## config.mk

```make
export PLATFORM = sky130hd
export DESIGN_NAME = shift_reg_univ_flat
export DESIGN_NICKNAME = d
export VERILOG_FILES = /design/src/rtl/shift_reg_univ_if.sv /design/src/rtl/shift_reg_univ.sv /design/src/flat_wrapper.sv
export SDC_FILE = /design/constraint.sdc
export NUM_CORES = 1
export LEC_CHECK = 0
export CORE_UTILIZATION = 36
export CTS_BUF_LIST = sky130_fd_sc_hd__clkbuf_4 sky130_fd_sc_hd__clkbuf_8 sky130_fd_sc_hd__clkbuf_16
export DETAILED_ROUTE_END_ITERATION = 10
export DONT_BUFFER_PORTS = 1
export GPL_ROUTABILITY_DRIVEN = 0
export HOLD_SLACK_MARGIN = 0.02
export MAX_ROUTING_LAYER = met4
export SYNTH_ARGS = -nofsm -noshare
export SYNTH_HDL_FRONTEND = slang
export SYNTH_SLANG_ARGS = --single-unit
```

## constraint.sdc

```tcl
create_clock -name clock -period 1.6 [get_ports clock]
set_input_delay 0.08 -clock clock [delete_from_list [all_inputs] [get_ports clock]]
set_output_delay 0.08 -clock clock [all_outputs]
set_load 0.01 [all_outputs]
```

## src/rtl/shift_reg_univ_if.sv

```systemverilog
// Bundles the shift register control, data and status signals.
// Master drives operation controls; slave (the register) returns state.
// No handshake: the register accepts a new operation on every clock edge.
interface shift_reg_univ_if #(
  parameter int WIDTH = 8,
  parameter int CNTW  = $clog2(WIDTH + 1)
);
  logic             en;
  logic [2:0]       mode;
  logic             sin_lo;
  logic             sin_hi;
  logic [WIDTH-1:0] pdin;
  logic [WIDTH-1:0] q;
  logic             sout_hi;
  logic             sout_lo;
  logic [CNTW-1:0]  shift_cnt;
  logic             word_done;
  logic             parity;

  modport master (
    output en, mode, sin_lo, sin_hi, pdin,
    input  q, sout_hi, sout_lo, shift_cnt, word_done, parity
  );

  modport slave (
    input  en, mode, sin_lo, sin_hi, pdin,
    output q, sout_hi, sout_lo, shift_cnt, word_done, parity
  );
endinterface

```

## src/rtl/shift_reg_univ.sv

```systemverilog
// Universal shift register: hold/shift/rotate/load/clear with word counter.
// Latency: q, shift_cnt, word_done and parity update one edge after sampling.
// No backpressure; optional parity register under SHIFT_REG_UNIV_PARITY_EN.
module shift_reg_univ #(
  parameter int               WIDTH     = 8,
  parameter logic [WIDTH-1:0] RESET_VAL = '0,
  parameter int               CNTW      = $clog2(WIDTH + 1)
) (
  input  logic             clock,
  input  logic             reset_n,
  shift_reg_univ_if.slave  bus
);

  localparam logic [2:0] MODE_HOLD  = 3'b000;
  localparam logic [2:0] MODE_SHUP  = 3'b001;
  localparam logic [2:0] MODE_SHDN  = 3'b010;
  localparam logic [2:0] MODE_ROTUP = 3'b011;
  localparam logic [2:0] MODE_ROTDN = 3'b100;
  localparam logic [2:0] MODE_LOAD  = 3'b101;
  localparam logic [2:0] MODE_CLR   = 3'b110;

  localparam logic [CNTW-1:0] CNT_LAST = CNTW'(WIDTH - 1);

  logic [WIDTH-1:0] q_q, q_d;
  logic [CNTW-1:0]  cnt_q, cnt_d;
  logic             done_q, done_d;
  logic             shifting;

  // Next-state: data path selection by mode, plus word counter and wrap pulse
  always_comb begin
    q_d      = q_q;
    cnt_d    = cnt_q;
    done_d   = 1'b0;
    shifting = 1'b0;
    if (bus.en) begin
      case (bus.mode)
        MODE_SHUP: begin
          q_d      = {q_q[WIDTH-2:0], bus.sin_lo};
          shifting = 1'b1;
        end
        MODE_SHDN: begin
          q_d      = {bus.sin_hi, q_q[WIDTH-1:1]};
          shifting = 1'b1;
        end
        MODE_ROTUP: begin
          q_d      = {q_q[WIDTH-2:0], q_q[WIDTH-1]};
          shifting = 1'b1;
        end
        MODE_ROTDN: begin
          q_d      = {q_q[0], q_q[WIDTH-1:1]};
          shifting = 1'b1;
        end
        MODE_LOAD: begin
          q_d   = bus.pdin;
          cnt_d = '0;
        end
        MODE_CLR: begin
          q_d   = RESET_VAL;
          cnt_d = '0;
        end
        MODE_HOLD: ;
        default: ;  // reserved encoding behaves as hold
      endcase
      // Direction changes do not restart the count; only load/clear/wrap do
      if (shifting) begin
        if (cnt_q == CNT_LAST) begin
          cnt_d  = '0;
          done_d = 1'b1;
        end else begin
          cnt_d = cnt_q + CNTW'(1);
        end
      end
    end
  end

  // State registers with synchronous active-low reset
  always_ff @(posedge clock) begin
    if (!reset_n) begin
      q_q    <= RESET_VAL;
      cnt_q  <= '0;
      done_q <= 1'b0;
    end else begin
      q_q    <= q_d;
      cnt_q  <= cnt_d;
      done_q <= done_d;
    end
  end

  assign bus.q         = q_q;
  assign bus.sout_hi   = q_q[WIDTH-1];
  assign bus.sout_lo   = q_q[0];
  assign bus.shift_cnt = cnt_q;
  assign bus.word_done = done_q;

`ifdef SHIFT_REG_UNIV_PARITY_EN
  logic parity_q, parity_d;

  // Parity tracks the next q so it is always consistent with the current q
  always_comb begin
    parity_d = ^q_d;
  end

  // Parity register, reset to the parity of RESET_VAL
  always_ff @(posedge clock) begin
    if (!reset_n) begin
      parity_q <= ^RESET_VAL;
    end else begin
      parity_q <= parity_d;
    end
  end

  assign bus.parity = parity_q;
`else
  assign bus.parity = 1'b0;
`endif

endmodule

```

## src/flat_wrapper.sv

```systemverilog
// flat-port wrapper written by rule: the top's interface ports become plain ports
module shift_reg_univ_flat 
#(
  parameter int               WIDTH     = 8,
  parameter logic [WIDTH-1:0] RESET_VAL = '0,
  parameter int               CNTW      = $clog2(WIDTH + 1)
)
  (clock, reset_n, bus_en, bus_mode, bus_sin_lo, bus_sin_hi, bus_pdin, bus_q, bus_sout_hi, bus_sout_lo, bus_shift_cnt, bus_word_done, bus_parity);
  shift_reg_univ_if #(.WIDTH(WIDTH), .CNTW(CNTW)) bus_i ();
  input  logic clock;
  input  logic reset_n;
  input wire logic [$bits(bus_i.en)-1:0] bus_en;
  input wire logic [$bits(bus_i.mode)-1:0] bus_mode;
  input wire logic [$bits(bus_i.sin_lo)-1:0] bus_sin_lo;
  input wire logic [$bits(bus_i.sin_hi)-1:0] bus_sin_hi;
  input wire logic [$bits(bus_i.pdin)-1:0] bus_pdin;
  output wire logic [$bits(bus_i.q)-1:0] bus_q;
  output wire logic [$bits(bus_i.sout_hi)-1:0] bus_sout_hi;
  output wire logic [$bits(bus_i.sout_lo)-1:0] bus_sout_lo;
  output wire logic [$bits(bus_i.shift_cnt)-1:0] bus_shift_cnt;
  output wire logic [$bits(bus_i.word_done)-1:0] bus_word_done;
  output wire logic [$bits(bus_i.parity)-1:0] bus_parity;
  assign bus_i.en = bus_en;
  assign bus_i.mode = bus_mode;
  assign bus_i.sin_lo = bus_sin_lo;
  assign bus_i.sin_hi = bus_sin_hi;
  assign bus_i.pdin = bus_pdin;
  assign bus_q = bus_i.q;
  assign bus_sout_hi = bus_i.sout_hi;
  assign bus_sout_lo = bus_i.sout_lo;
  assign bus_shift_cnt = bus_i.shift_cnt;
  assign bus_word_done = bus_i.word_done;
  assign bus_parity = bus_i.parity;
  shift_reg_univ #(.WIDTH(WIDTH), .RESET_VAL(RESET_VAL), .CNTW(CNTW)) u_core (.clock(clock), .reset_n(reset_n), .bus(bus_i));
endmodule
```

==> run_results.csv, run 1 <==
group,metric,value,unit
run_status,outcome,"completed",
timing,setup_viol,0,
final_layout,num_antenna_cells,0,
routing,drc,0,
logic_synthesis,synth_cells,112,
floorplan,rows,17,
place,dp_hpwl,1470,µm
logic_synthesis,syn_area,837,µm²
setup_path,crit_fanout,5,
logic_synthesis,synth_top_cells_by_count,"nand2_1 (19), dfxtp_1 (13), o21ai_0 (10), a31oi_1 (9), o21ai_1 (7)",
worst_hold_path,hold-path-cell-count,3,
worst_hold_path,hold_start,"bus_en",
final_layout,stdcell_count,138,
setup_path,slowest_delay,0.56,ns
final_layout,layout-drive-gt1-share,0.0727,
timing,finalSetupTns,0,ns
timing,clock_skew,0.00194,ns
floorplan,core-area,0.00221,mm²
logic_synthesis,synth.most_common_cell,"nand2_1",
setup_path,crit_path_end_kind,"flop",
logic_synthesis,ys_ff_latch,13,
timing,fin_ws,0.132,ns
timing,fin_crit_sh,0.918,
final_layout,area_growth_syn_to_layout,5.38,%
power_and_ir_drop,design_power_total,0.732,mW
logic_synthesis,synth_top_cells_by_area,"dfxtp_1 (31%), nand2_1 (8.5%), a31oi_1 (6.7%), o21ai_0 (6.0%), o211ai_1 (5.4%)",
logic_synthesis,async_flop_share,0,
power_and_ir_drop,p_leak,0.318,nW
logic_synthesis,ys_types,37,
timing,slew_viol_final,0,
routing,drt_iter0_markers,13,
floorplan,dieHeight,50.2,µm
power_and_ir_drop,irDropWorstVdd,0.351,mV
timing,rsz0062_at_grt,"false",
logic_synthesis,avgSynthCellArea,7.47,µm²
routing,final_antenna_net_count,0,
timing,fmax,681,MHz
setup_path,r2r-start,"u_core.bus.q[7]",
logic_synthesis,synth_xor_area_frac,0,
place,io_buffers,0,
place,dpl-instance-area,812,µm²
global_routing,antenna_found_initial,0,
clock_network,clk_latency,0.29,ns
logic_synthesis,yosys.area.top_type,"dfxtp_1",
setup_path,path_cells,"o211ai_1 -> a31oi_1 -> dlygate4sd3_1",
final_layout,nFillCells,251,
global_routing,grt_pass1_vias,738,
floorplan,ios,32,
worst_hold_path,min_to,"u_core.bus.shift_cnt[2]",
logic_synthesis,muxShareOfSynthArea,0.0120,
logic_synthesis,synth_top_area_share,0.311,
floorplan,die_area,0.00252,mm²
floorplan,initial_core_util,0.378,
power_and_ir_drop,power.density,830,mW/mm²
timing,hold_viol,0,
setup_path,cpLargestDelayFamily,"buffers and inverters",
setup_path,worst-path-buf-inv,1,
setup_path,startpoint_type,"flop",
logic_synthesis,synth_top_family_by_area,"compound AO/OA/AOI/OAI gates",
routing,dr.pass1.iters,4,
logic_synthesis,synth_compound_area_frac,0.338,
place,dp_cells,130,
global_routing,grt_pass1_wl,3400,µm
routing,vias,825,
routing,routed_via_density,5.98,
global_routing,track_usage,0.186,
logic_synthesis,synth_edf_count,0,
final_layout,nets,128,
logic_synthesis,synth-simple-area-share,0.239,
global_routing,overflow,0,
timing,holdWs,0.0297,ns
logic_synthesis,yosysSeqAreaShare,0.311,
clock_network,root_buffer,"clkbuf_4",
final_layout,final_util,0.399,
clock_network,cts.path.max_buffers,2,
logic_synthesis,synth-main-ff-cell,"dfxtp_1",
setup_path,critPathRequiredTime,1.84,ns
run,max_cap_viol_count,0,
floorplan,fp.dieW,50.2,µm
routing,wl_per_cell,15.2,µm
global_routing,grt_max_degree,19,
logic_synthesis,synth_nets,129,
logic_synthesis,yosysWarnings,0,
setup_path,reg2reg_slack,0.13,ns
setup_path,cp_data_arrival_time,1.70,ns
routing,drt_wl_total,2100,µm
clock_network,cts_buffers,3,
clock_network,cts_tree,"built",
setup_path,r2r_cells,3,
clock_network,cts_max_level,1,
final_layout,postLayoutCellArea,882,µm²
setup_path,crit_type,"reg2reg",
timing,period_minus_slack,1.47,ns
clock_network,cts.sinks,13,
clock_network,clk_pin_slew_worst_paths,0.09,ns
setup_path,r2r-end,"u_core.bus.q[6]",
logic_synthesis,synth_fa_ha_area_frac,0.0149,
setup_path,cp_slowest_cell,"dlygate4sd3_1",
place,pre_cts_slack,0.212,ns
worst_hold_path,min-delay-path-class,"in2reg",
## power by group
part	total [mW]	switching, mW	leakage [nW]	internal, mW
combinational	0.115	0.0611	0.193	0.0543
clock	0.239	0.125	0.0184	0.114
sequential	0.378	0.0350	0.107	0.343
## how the worst max path moves through the flow
stage | from | endpoint | depth (start not counted)
2_1_floorplan | u_core.bus.shift_cnt[0] | u_core.bus.shift_cnt[2] | 4
3_3_place_gp | u_core.bus.shift_cnt[0] | u_core.bus.shift_cnt[2] | 4
3_5_place_dp | u_core.bus.shift_cnt[0] | u_core.bus.shift_cnt[2] | 4
4_1_cts | u_core.bus.q[7] | u_core.bus.q[6] | 3
5_1_grt | u_core.bus.q[7] | u_core.bus.q[6] | 3
6_report | u_core.bus.q[7] | u_core.bus.q[6] | 3
## area by class of cell
type                    count  area, µm²  area share
clock buffers               4       30.0      0.0340
repair buffers              4       40.0      0.0454
multi-input cells          87        509       0.577
well taps                  28       35.0      0.0397
inverters                   2       7.51     0.00851
flip-flops and latches     13        260       0.295
## cell families (layout without fill, tap and decap cells)
logic type,Yosys count,count (layout)
compound gates,44,44
simple gates,40,40
flops,13,13
buf+inv,12,10
fa+ha+maj,1,1
other cells,1,1
mux,1,1
## timing repair
action                                 4_1_cts  5_1_grt
buffers inserted                             0        0
endpoints found under the hold margin       12        0
hold buffers                                 4        0
resized for setup                            0        0
## layout by cell type (no fill, tap or decap), drive strengths merged
master,instances
nand2,19
o21ai,18
dfxtp,13
a31oi,9
o211ai,6
nand3,5
nor2,4
clkbuf,4
dlygate4sd3,4
and3,3
inv,2
or2,2
a21oi,2
a22oi,2
nand2b,1
a21boi,1
a21o,1
or3,1
or2b,1
mux2i,1
nor3b,1
a211oi,1
o221ai,1
a32o,1
o31ai,1
a311o,1
and3b,1
nor3,1
and2,1
ha,1
conb,1
## worst register-to-register path, delay by kind of cell (launching register included)
kind,cells,cell delay [ns]
AO/OA/AOI/OAI,2,0.34
buffers and inverters,1,0.56
flip-flops,1,0.51
## routing by layer
metal / GRT usage / vias to the layer above / wire length, µm
met2: 0.280 / 33 / 927
li1: - / 411 / -
met3: 0.0515 / 4 / 150
met4: 0.0714 / 0 / 28
met1: 0.235 / 377 / 998
met5: - / - / 0
## sequential cells by signal, summed over array words and instances (netlist names)
name                  count
u_core.bus.word_done      1
u_core.bus.q              8
u_core.bus.shift_cnt      4
Note: power is estimated with default switching activity, not from simulation.
==> inputs of run 2 (changes only) <==
- REMOVE_ABC_BUFFERS: not set -> 1
==> run_results.csv, run 2 (synthesis gave the netlist of run 1 again) <==
group,metric,value,unit
run_status,outcome,"completed",
setup_path,cpLargestDelayFamily,"buffers and inverters",
clock_network,cts_buffers,3,
setup_path,startpoint_type,"flop",
floorplan,rows,17,
routing,vias,830,
clock_network,clk_pin_slew_worst_paths,0.09,ns
timing,period_minus_slack,1.38,ns
final_layout,final_cell_mix,"nand2_1 (19), dfxtp_1 (13), o21ai_0 (10)",
timing,fmax,723,MHz
routing,drt_wl_total,2100,µm
setup_path,crit_type,"reg2reg",
floorplan,die_area,0.00252,mm²
global_routing,grt_pass1_wl,3350,µm
global_routing,grt_max_degree,19,
clock_network,post_cts_buffers,0,
setup_path,cp_slowest_cell,"dlygate4sd3_1",
timing,rsz0062_at_grt,"false",
setup_path,slowest_delay,0.56,ns
setup_path,worst-path-buf-inv,1,
worst_hold_path,hold_start,"bus_mode[0]",
setup_path,cp_data_arrival_time,1.60,ns
setup_path,r2r-start,"u_core.bus.q[2]",
setup_path,path_cells,"o211ai_1 -> a31oi_1 -> dlygate4sd3_1",
final_layout,area_growth_syn_to_layout,5.38,%
timing,setup_viol,0,
timing,fin_crit_sh,0.865,
routing,drt_iter0_markers,31,
clock_network,cts.sinks,13,
routing,drc,0,
clock_network,clk_latency,0.27,ns
worst_hold_path,min_to,"u_core.bus.q[4]",
routing,wl_per_cell,15.2,µm
setup_path,reg2reg_slack,0.22,ns
routing,dr.pass1.iters,4,
timing,finalSetupTns,0,ns
worst_hold_path,hold-path-cell-count,3,
setup_path,crit_fanout,4,
place,dp_hpwl,1380,µm
power_and_ir_drop,power.density,816,mW/mm²
clock_network,cts_resized,0,
clock_network,cts.path.max_buffers,2,
clock_network,root_buffer,"clkbuf_4",
final_layout,largest_reg_flops,8,
clock_network,cts_tree,"built",
global_routing,grt_pass1_vias,710,
setup_path,r2r_cells,3,
timing,hold_viol,0,
timing,clock_skew,0.00279,ns
final_layout,nets,128,
final_layout,layout_commonest_cell,"nand2_1",
final_layout,postLayoutCellArea,882,µm²
routing,routed_via_density,6.01,
setup_path,r2r-end,"u_core.bus.q[1]",
setup_path,crit_start,"u_core.bus.q[2]",
worst_hold_path,min-delay-path-class,"in2reg",
place,dpl-instance-area,812,µm²
timing,slew_viol_final,0,
floorplan,dieHeight,50.2,µm
clock_network,cts_max_level,1,
final_layout,num_antenna_cells,0,
floorplan,fp.dieW,50.2,µm
place,io_buffers,0,
final_layout,layout-drive-gt1-share,0.0727,
run,max_cap_viol_count,0,
routing,final_antenna_net_count,0,
setup_path,critPathRequiredTime,1.82,ns
clock_network,hold_buffers,4,
power_and_ir_drop,irDropWorstVdd,0.421,mV
global_routing,antenna_found_initial,0,
floorplan,initial_core_util,0.378,
global_routing,track_usage,0.179,
floorplan,ios,32,
global_routing,overflow,0,
power_and_ir_drop,p_leak,0.318,nW
floorplan,core-area,0.00221,mm²
setup_path,crit_path_end_kind,"flop",
run 2: tightest hold or removal path: stages:
cell and delay, ns:
nand2_1 0.03, o211ai_1 0.08, a31oi_1 0.08
run 2: where the power goes:
part           switching, mW  internal, mW
logic                 0.0601        0.0542
registers             0.0360         0.343
clock network          0.113         0.113
run 2: cell type report:
cell class	instances	area, µm²
fill	232	1330
sequential	13	260
inverter	2	7.51
clock buffer	4	30.0
timing repair buffer	4	40.0
tap	28	35.0
multi-input combinational	87	509
run 2: per-layer routing:
metal / wire (µm) / track usage / part of all wire / vias up
met3: 172 / 0.0333 / 0.082 / 2
met2: 936 / 0.238 / 0.45 / 45
met1: 974 / 0.261 / 0.46 / 380
li1: - / - / - / 403
met5: 0 / - / 0 / -
met4: 14 / 0.0714 / 0.0067 / 0
run 2: through the flow:
stage / instances / hold slack (ns) / util / power [mW] / worst slack, ns
4_1_cts: 138 / 0.0407 / 0.399 / 0.724 / 0.229
2_1_floorplan: 102 / 0.178 / - / 0.464 / 0.337
6_report: 138 / 0.0415 / 0.399 / 0.720 / 0.217
3_5_place_dp: 130 / 0.186 / 0.367 / 0.485 / 0.260
3_3_place_gp: 130 / 0.183 / 0.367 / 0.483 / 0.287
5_1_grt: 138 / 0.0461 / 0.399 / 0.753 / 0.126
run 2: how the worst max path moves through the flow:
stage	slack [ns]	cells after the start	endpoint
after CTS	0.23	4	u_core.bus.shift_cnt[2]
final	0.22	3	u_core.bus.q[1]
after global routing	0.13	4	u_core.bus.shift_cnt[2]
after detailed placement	0.26	4	u_core.bus.shift_cnt[2]
after global placement	0.29	4	u_core.bus.shift_cnt[2]
after floorplan	0.34	4	u_core.bus.shift_cnt[2]
==> inputs of run 3 (changes only) <==
- GPL_TIMING_DRIVEN: not set -> 0
==> run_results.csv, run 3 (synthesis gave the netlist of run 1 again) <==
group,metric,value,unit
setup_path,crit_fanout,6,
timing,fmax,722,MHz
timing,clock_skew,0.00161,ns
final_layout,final_cell_mix,"nand2_1 (19), dfxtp_1 (13), o21ai_0 (10)",
setup_path,cp_data_arrival_time,1.59,ns
place,dp_hpwl,1370,µm
floorplan,rows,17,
timing,slew_viol_final,0,
floorplan,dieHeight,50.2,µm
final_layout,seq_area,260,µm²
routing,drc,0,
floorplan,initial_core_util,0.378,
final_layout,largest_reg_flops,8,
timing,fin_crit_sh,0.866,
clock_network,cts_tree,"built",
final_layout,multi_input_area,509,µm²
clock_network,hold_buffers,4,
clock_network,root_buffer,"clkbuf_4",
clock_network,cts.sinks,13,
worst_hold_path,min-delay-path-class,"in2reg",
setup_path,startpoint_type,"flop",
global_routing,track_usage,0.180,
clock_network,cts_resized,0,
floorplan,core-area,0.00221,mm²
floorplan,ios,32,
global_routing,overflow,0,
routing,vias,835,
floorplan,die_area,0.00252,mm²
run_status,outcome,"completed",
power_and_ir_drop,intPower,0.511,mW
routing,drt_iter0_markers,28,
routing,wl_per_cell,14.9,µm
setup_path,crit_path_end_kind,"flop",
timing,holdWs,0.0354,ns
clock_network,clk_pin_slew_worst_paths,0.08,ns
power_and_ir_drop,sequentialPowerShare,0.525,
timing,hold_viol,0,
timing,setup_viol,0,
routing,drt_wl_total,2060,µm
setup_path,reg2reg_slack,0.21,ns
final_layout,area_growth_syn_to_layout,5.38,%
power_and_ir_drop,power.density,816,mW/mm²
final_layout,nets,128,
routing,final_antenna_net_count,0,
clock_network,cts_buffers,3,
timing,finalSetupTns,0,ns
power_and_ir_drop,p_leak,0.318,nW
power_and_ir_drop,irDropWorstVdd,0.463,mV
floorplan,fp.dieW,50.2,µm
setup_path,crit_type,"reg2reg",
final_layout,nFillCells,239,
run,max_cap_viol_count,0,
routing,routed_via_density,6.05,
routing,dr.pass1.iters,4,
timing,period_minus_slack,1.39,ns
clock_network,clk_latency,0.28,ns
global_routing,grt_pass1_wl,3340,µm
clock_network,post_cts_buffers,0,
clock_network,cts_max_level,1,
power_and_ir_drop,clkPwrFrac,0.317,
clock_network,cts.path.max_buffers,2,
timing,rsz0062_at_grt,"false",
final_layout,layout-drive-gt1-share,0.0727,
global_routing,grt_pass1_vias,714,
global_routing,grt_max_degree,19,
place,io_buffers,0,
final_layout,layout_commonest_cell,"nand2_1",
setup_path,critPathRequiredTime,1.81,ns
final_layout,num_antenna_cells,0,
power_and_ir_drop,switchingPower,0.210,mW
power_and_ir_drop,p_comb_frac,0.158,
power_and_ir_drop,p_sw_frac,0.291,
global_routing,antenna_found_initial,0,
-- run 3: cell counts in the layout (fill, tap and decap cells not counted) --
Identical to the previous run, type by type.
-- run 3: critical path: stages, from the launching register on --
cell and delay [ns]:
dfxtp_1 0.45, ha_1 0.28, a31oi_1 0.10, a311o_1 0.33, a31oi_1 0.15
-- run 3: power groups by stage --
stage               clock network [mW]  registers [mW]  logic, mW
CTS                              0.226           0.378      0.114
floorplan                            0           0.379     0.0847
finish                           0.228           0.378      0.114
detailed placement                   0           0.386     0.0997
global placement                     0           0.386     0.0969
global route                     0.243           0.382      0.132
-- run 3: final timing paths --
check / startpoint / endpoint / depth (start not counted)
worst max register to register: u_core.bus.shift_cnt[0] / u_core.bus.shift_cnt[2] / 4
worst min register to register: u_core.bus.shift_cnt[3] / u_core.bus.shift_cnt[3] / 2
worst min-delay path: bus_en / u_core.bus.shift_cnt[2] / 3
worst max-delay path: u_core.bus.shift_cnt[0] / u_core.bus.shift_cnt[2] / 4
-- run 3: layout make-up --
type / instances / share of cell area
multi-input combinational: 87 / 0.577
tap: 28 / 0.0397
timing repair buffer: 4 / 0.0454
inverter: 2 / 0.00851
clock buffer: 4 / 0.0340
sequential: 13 / 0.295
-- run 3: metal layers --
metal,up-vias,share of wire,track usage
met1,378,0.45,0.248
li1,403,-,-
met2,48,0.44,0.251
met4,0,0.016,0.0714
met5,-,0,-
met3,6,0.093,0.0394
-- run 3: through the flow --
| step | cell area (µm²) | setup slack (ns) | power (mW) | util | instances |
|---|---|---|---|---|---|
| detailed placement | 812 | 0.246 | 0.486 | 0.367 | 130 |
| floorplan | 777 | 0.337 | 0.464 | - | 102 |
| finish | 882 | 0.215 | 0.720 | 0.399 | 138 |
| global route | 882 | 0.115 | 0.757 | 0.399 | 138 |
| CTS | 882 | 0.218 | 0.719 | 0.399 | 138 |
| global placement | 812 | 0.270 | 0.483 | 0.367 | 130 |
